[src/rtl/pe_addr_gen.sv]
// -----------------------------------------------------------------------------
// pe_addr_gen -- convolution window address generator
//
// A start pulse snapshots the layer geometry. The block then walks every output
// position (oy outer, ox) and every kernel tap (ky, kx fastest). For each tap it
// emits one input-buffer address over a valid/ready stream. Taps that fall into
// the padding border are flagged with pad_zero so the datapath can substitute
// a zero.
//
// Optional feature macro: PE_ADDR_GEN_CNT_EN
//   When it is defined, beat_count counts accepted beats since the last
//   accepted start and saturates at all-ones. When it is not defined,
//   beat_count is tied to 0.
//
// Ports:
//   clk, rst          clock; asynchronous active-high reset
//   start             one-cycle start pulse; ignored while busy
//   kernel_h/_w       kernel height / width (KH, KW)
//   input_h/_w        input height / width (H, W)
//   stride            stride S (0 is treated as 1)
//   padding           symmetric padding P
//   output_h/_w       output height / width (OH, OW)
//   addr_valid/ready  beat handshake
//   addr              input address iy*W+ix; 0 on padding taps
//   pad_zero          current tap lies in padding
//   win_last          current tap is the last one of its window
//   busy              high from start acceptance until completion
//   done              completion level; cleared by the next accepted start
//   beat_count        accepted beats since the last start (optional)
// -----------------------------------------------------------------------------
module pe_addr_gen #(
  parameter int ADDR_W = 16,
  parameter int CNT_W  = 32
) (
  input  logic              clk,
  input  logic              rst,
  input  logic              start,
  input  logic [3:0]        kernel_h,
  input  logic [3:0]        kernel_w,
  input  logic [7:0]        input_h,
  input  logic [7:0]        input_w,
  input  logic [3:0]        stride,
  input  logic [3:0]        padding,
  input  logic [7:0]        output_h,
  input  logic [7:0]        output_w,
  output logic              addr_valid,
  input  logic              addr_ready,
  output logic [ADDR_W-1:0] addr,
  output logic              pad_zero,
  output logic              win_last,
  output logic              busy,
  output logic              done,
  output logic [CNT_W-1:0]  beat_count
);

  localparam logic [1:0] ST_IDLE   = 2'd0;
  localparam logic [1:0] ST_RUN    = 2'd1;
  localparam logic [1:0] ST_FINISH = 2'd2;

  typedef struct packed {
    logic [3:0] kh;
    logic [3:0] kw;
    logic [7:0] ih;
    logic [7:0] iw;
    logic [3:0] s;
    logic [3:0] p;
    logic [7:0] oh;
    logic [7:0] ow;
  } geom_t;

  logic [1:0]        state_q, state_d;
  geom_t             geom_q, geom_d;
  logic [7:0]        oy_q, oy_d, ox_q, ox_d;
  logic [3:0]        ky_q, ky_d, kx_q, kx_d;
  logic              valid_q, valid_d;
  logic [ADDR_W-1:0] addr_q, addr_d;
  logic              pad_q, pad_d;
  logic              last_q, last_d;
  logic              busy_q, busy_d;
  logic              done_q, done_d;

  geom_t       geom_in, geom_sel;
  logic        start_acc, beat_acc, zero_geom;
  logic        kx_last, ky_last, ox_last, oy_last, run_end;
  logic [7:0]  nxt_oy, nxt_ox;
  logic [3:0]  nxt_ky, nxt_kx;
  logic [7:0]  t_oy, t_ox;
  logic [3:0]  t_ky, t_kx;
  logic [13:0] iy, ix;
  logic [15:0] tap_addr_full;
  logic        tap_pad, tap_last;
  logic [ADDR_W-1:0] tap_addr;

  assign start_acc = (state_q == ST_IDLE) && start;
  assign beat_acc  = valid_q && addr_ready;
  assign zero_geom = (kernel_h == 4'd0) || (kernel_w == 4'd0) ||
                     (output_h == 8'd0) || (output_w == 8'd0);

  always_comb begin
    geom_in    = '0;
    geom_in.kh = kernel_h;
    geom_in.kw = kernel_w;
    geom_in.ih = input_h;
    geom_in.iw = input_w;
    geom_in.s  = (stride == 4'd0) ? 4'd1 : stride;
    geom_in.p  = padding;
    geom_in.oh = output_h;
    geom_in.ow = output_w;
  end

  // Wrap detection and index advance for the beat currently presented.
  assign kx_last = (kx_q == geom_q.kw - 4'd1);
  assign ky_last = (ky_q == geom_q.kh - 4'd1);
  assign ox_last = (ox_q == geom_q.ow - 8'd1);
  assign oy_last = (oy_q == geom_q.oh - 8'd1);
  assign run_end = kx_last && ky_last && ox_last && oy_last;

  assign nxt_kx = kx_last ? 4'd0 : kx_q + 4'd1;
  assign nxt_ky = kx_last ? (ky_last ? 4'd0 : ky_q + 4'd1) : ky_q;
  assign nxt_ox = (kx_last && ky_last) ? (ox_last ? 8'd0 : ox_q + 8'd1) : ox_q;
  assign nxt_oy = (kx_last && ky_last && ox_last) ? oy_q + 8'd1 : oy_q;

  // The tap to register next: the first tap on start, else the successor.
  // On start the geometry comes straight from the inputs because the snapshot
  // is only being written on this edge.
  assign geom_sel = start_acc ? geom_in : geom_q;
  assign t_oy     = start_acc ? 8'd0 : nxt_oy;
  assign t_ox     = start_acc ? 8'd0 : nxt_ox;
  assign t_ky     = start_acc ? 4'd0 : nxt_ky;
  assign t_kx     = start_acc ? 4'd0 : nxt_kx;

  // Two's-complement 14-bit indices: bit 13 set means the index went negative.
  // The magnitude never exceeds 255*15+15, so no overflow into the sign bit.
  assign iy = {6'd0, t_oy} * {10'd0, geom_sel.s} + {10'd0, t_ky} - {10'd0, geom_sel.p};
  assign ix = {6'd0, t_ox} * {10'd0, geom_sel.s} + {10'd0, t_kx} - {10'd0, geom_sel.p};

  assign tap_pad = iy[13] || ix[13] ||
                   (iy >= {6'd0, geom_sel.ih}) || (ix >= {6'd0, geom_sel.iw});

  // In-bounds indices are below 256, so only the low byte takes part.
  assign tap_addr_full = {8'd0, iy[7:0]} * {8'd0, geom_sel.iw} + {8'd0, ix[7:0]};
  assign tap_addr      = tap_pad ? '0 : ADDR_W'(tap_addr_full);
  assign tap_last      = (t_ky == geom_sel.kh - 4'd1) && (t_kx == geom_sel.kw - 4'd1);

  // NOTE: every signal written here gets a default first, so no path leaves
  // one unassigned and no latch is inferred.
  always_comb begin
    state_d = state_q;
    geom_d  = geom_q;
    oy_d    = oy_q;
    ox_d    = ox_q;
    ky_d    = ky_q;
    kx_d    = kx_q;
    valid_d = valid_q;
    addr_d  = addr_q;
    pad_d   = pad_q;
    last_d  = last_q;
    busy_d  = busy_q;
    done_d  = done_q;

    case (state_q)
      ST_IDLE: begin
        if (start) begin
          geom_d = geom_in;
          done_d = 1'b0;
          busy_d = 1'b1;
          oy_d   = 8'd0;
          ox_d   = 8'd0;
          ky_d   = 4'd0;
          kx_d   = 4'd0;
          if (zero_geom) begin
            state_d = ST_FINISH;
          end else begin
            state_d = ST_RUN;
            valid_d = 1'b1;
            addr_d  = tap_addr;
            pad_d   = tap_pad;
            last_d  = tap_last;
          end
        end
      end
      ST_RUN: begin
        if (beat_acc) begin
          if (run_end) begin
            valid_d = 1'b0;
            state_d = ST_FINISH;
          end else begin
            oy_d   = nxt_oy;
            ox_d   = nxt_ox;
            ky_d   = nxt_ky;
            kx_d   = nxt_kx;
            addr_d = tap_addr;
            pad_d  = tap_pad;
            last_d = tap_last;
          end
        end
      end
      ST_FINISH: begin
        busy_d  = 1'b0;
        done_d  = 1'b1;
        state_d = ST_IDLE;
      end
      default: state_d = ST_IDLE;
    endcase
  end

  // NOTE: sequential state uses non-blocking assignments so every register
  // samples the pre-edge values, independent of statement order.
  always_ff @(posedge clk or posedge rst) begin
    if (rst) begin
      state_q <= ST_IDLE;
      geom_q  <= '0;
      oy_q    <= '0;
      ox_q    <= '0;
      ky_q    <= '0;
      kx_q    <= '0;
      valid_q <= 1'b0;
      addr_q  <= '0;
      pad_q   <= 1'b0;
      last_q  <= 1'b0;
      busy_q  <= 1'b0;
      done_q  <= 1'b0;
    end else begin
      state_q <= state_d;
      geom_q  <= geom_d;
      oy_q    <= oy_d;
      ox_q    <= ox_d;
      ky_q    <= ky_d;
      kx_q    <= kx_d;
      valid_q <= valid_d;
      addr_q  <= addr_d;
      pad_q   <= pad_d;
      last_q  <= last_d;
      busy_q  <= busy_d;
      done_q  <= done_d;
    end
  end

  assign addr_valid = valid_q;
  assign addr       = addr_q;
  assign pad_zero   = pad_q;
  assign win_last   = last_q;
  assign busy       = busy_q;
  assign done       = done_q;

`ifdef PE_ADDR_GEN_CNT_EN
  logic [CNT_W-1:0] cnt_q;

  // Saturating count of accepted beats; holds after done until the next start.
  always_ff @(posedge clk or posedge rst) begin
    if (rst) begin
      cnt_q <= '0;
    end else if (start_acc) begin
      cnt_q <= '0;
    end else if (beat_acc && (cnt_q != '1)) begin
      cnt_q <= cnt_q + CNT_W'(1);
    end
  end

  assign beat_count = cnt_q;
`else
  assign beat_count = '0;
`endif

endmodule

[config.mk]
export PLATFORM = sky130hd
export DESIGN_NAME = pe_addr_gen
export DESIGN_NICKNAME = d
export VERILOG_FILES = /design/src/rtl/pe_addr_gen.sv
export SDC_FILE = /design/constraint.sdc
export NUM_CORES = 1
export LEC_CHECK = 0
export CAP_MARGIN = 10
export CORE_UTILIZATION = 45
export CTS_CLUSTER_DIAMETER = 50
export DETAILED_ROUTE_END_ITERATION = 16
export PLACE_DENSITY = 0.65
export SLEW_MARGIN = 20
export SYNTH_ARGS = -nofsm -noshare
export SYNTH_HDL_FRONTEND = slang
export SYNTH_SLANG_ARGS = --single-unit
[constraint.sdc]
create_clock -name clk -period 9.7 [get_ports clk]
set_input_delay 1.94 -clock clk [delete_from_list [all_inputs] [get_ports clk]]
set_output_delay 1.94 -clock clk [all_outputs]
set_load 0.005 [all_outputs]
==> results.ini, run 1 <==
[worst_setup_path]
required_ps = 9960
arrival_ps = 9580
cp_max_fo = 4
crit_type = primary input to register
cpMostUsedCell = fa_1
crit_slowest_cell = fa_2
crit_path_end_kind = register
slowest_delay_ps = 590
start_kind = primary input

[run_status]
status = completed

[power]
max-vdd-ir-drop_v = 0.000656
powerDensity_nw_per_um2 = 408
p_sw_share_pct = 49.8
switchingPower_w = 0.00268
power_frac_clock_pct = 6.9
p_leak_nw = 6.53
p_int_w = 0.00271
combPwrFrac_pct = 84.2
pwr-share-seq_pct = 8.9

[synthesis]
ys_warn_count = 0
synth_ff_type = dfrtp_1
syn_area_sq_um = 11200
ys_async_sr_fraction_pct = 100
synth_most_common_cell = inv_1
yosysTopAreaCell = dfrtp_1
syn_area_per_cell_sq_um = 8.51
synth_area_leaders = dfrtp_1 21%, fa_1 15%, ha_1 14%
synth_cell_types = 79
yosysSeqAreaShare_pct = 21.2
synth_edf_count = 0
synth_top_cells_by_count = 209 x inv_1, 187 x nand2_1, 124 x ha_1, 103 x nor2_1, 95 x dfrtp_1
synth_top_area_share_pct = 21.2
syn-instance-count = 1317
synth_seq_cells = 95

[place]
dp_cells = 1748
hpwl_mm = 21.9
placed_area_sq_um = 12600
portBuffers = 72
gp_congestion = 0.899

[sta]
hold_viol = 0
setup_viol = 0
tightest_slew_ps = 971
min_period_ps = 9320
slew-limit-headroom_pct = 33.4
finalSetupTns_ps = 0
drv_slew = 0
max_freq_ghz = 0.107
skew_ps = 11.9
min_period_over_period_pct = 96.1

[clock_network]
htree_levels = 3
cts.path.max_buffers = 2
clock_latency_ps = 360
clkTransAtPathRegs_ps = 80
numCtsBuffers = 9
holdBufCountCts = 0
cts_root_buffer = clkbuf_16
cts_tree = done
cts.sinks = 95

[drt]
routed_via_density = 5.19
drt_first_pass_iters = 5
vias = 9231
ant_nets = 0
routed_wirelength_mm = 27.5
drt_iter0_drc = 617
wl_per_cell_um = 15.5
drc = 0

[layout]
finalCoreUtilization_pct = 54.1
final_area_sq_um = 13200
final_nets = 1710
n_antenna_cell = 0
multi_input_comb_area_sq_um = 7910
num-fill-cells = 2265
stdcell_count = 1779
drive_above_1_share_pct = 12.4
area.growth.synth_to_final_pct = 17.8
seqCellArea_sq_um = 2380

[floorplanning]
fp.dieW_um = 160
ioPinCount = 105
die_h_um = 160
die_area_sq_um = 25500
core_sq_um = 24400
start_util_pct = 45.9
rows = 57

[worst_hold_path]
hold_path.class = register to register

[grt]
track_usage_pct = 22.3
grt_pass1_wl_mm = 45.8
grt_max_degree = 57
grt_pass1_vias = 9042
antenna_found_initial = 0
overflow = 0

[run]
cap_violations = 0

## power groups by stage
stage	Clock (W)	Sequential, W	Combinational [W]
floorplan	0	0.000466	0.00319
global placement	0	0.000485	0.00439
detailed placement	0	0.000486	0.00444
CTS	0.000375	0.000479	0.00453
global route	0.000398	0.000485	0.00519
finish	0.000370	0.000479	0.00454
## path summary, 6_finish.rpt
kind | cells past startpoint | start | slack [ps] | to
max in group asynchronous | 3 | rst | 6510 | geom_q[32]
min | 2 | geom_q[32] | 480 | geom_q[32]
max | 33 | stride[0] | 380 | addr[15]
min reg2reg | 2 | geom_q[32] | 480 | geom_q[32]
min in group asynchronous | 2 | rst | 1980 | geom_q[41]
max reg2reg | 39 | geom_q[0] | 440 | addr[15]
## stage by stage
step           total power, W  setup slack (ps)  hold slack [ps]
2_1_floorplan         0.00365              11.3              439
3_3_place_gp          0.00488              -135              457
3_5_place_dp          0.00492              -303              466
4_1_cts               0.00538              31.1              487
5_1_grt               0.00608             -46.0              510
6_report              0.00539               377              485
## cell type report
type	instances	area share (%)
clock buffers	9	1.71
clock inverters	7	0.559
inverters	209	5.96
multi-input cells	972	59.9
flip-flops and latches	95	18.0
well taps	324	3.07
repair buffers	163	10.8
## critical path: cells and delay by family
kind / cells / cell delay, ps
AO/OA/AOI/OAI: 9 / 1600
AND/OR/NAND/NOR: 6 / 1020
buffers and inverters: 7 / 740
adder cells (fa/ha/maj): 9 / 4030
XOR/XNOR: 2 / 230
## timing repair
action	in CTS	in global routing
setup endpoints to repair	0	5
hold endpoints to repair	0	0
resized for setup	0	42
setup buffers	0	15
## kinds of logic after synthesis
logic type      count (synthesis)  synth area share [%]
simple gates                  454                  19.0
buf+inv                       281                  10.7
fa+ha+maj                     208                  28.9
compound gates                179                  11.6
flops                          95                  21.2
xor+xnor                       73                  6.23
mux                            26                  2.33
other cells                     1                0.0335
## per-layer routing
layer	vias to the layer above	global-route usage, %	part of all wire [%]	routed length [um]
li1	4515	-	-	-
met1	4477	30.7	46	12700
met2	207	37.0	48	13200
met3	32	2.96	4.0	1110
met4	0	5.58	1.9	512
met5	-	0	0	0
## flip-flops by register name, indices dropped and copies added, names as in the netlist
signal and cells:
geom_q 48, addr 16, ox_q 8, oy_q 8
kx_q 4, ky_q 4, state_q 2, addr_valid 1
busy 1, done 1, pad_zero 1, win_last 1
## cell usage in the layout (no fill, tap or decap), types with 9 or more instances in the layout
cell type,n
a21o_1,16
nor4_1,14
o21ai_0,40
o41ai_2,11
nand3_1,26
or2_2,10
conb_1,32
buf_4,89
xor2_1,24
nor3_1,24
nor2_1,99
clkbuf_16,9
mux2i_1,25
clkdlybuf4s50_1,68
nor2b_1,13
nand2b_1,14
ha_1,122
fa_1,82
dfrtp_1,94
and2_1,12
nand2_1,183
a21oi_1,29
xnor2_1,39
inv_1,206
Power figures use the tool's default switching activity.
==> inputs of run 2 (changes only) <==
Settings changed: ABC_CLOCK_PERIOD_IN_PS set to 9700.
==> results of run 2 <==
Final layout, timing and power as in run 1 (identical DEF).
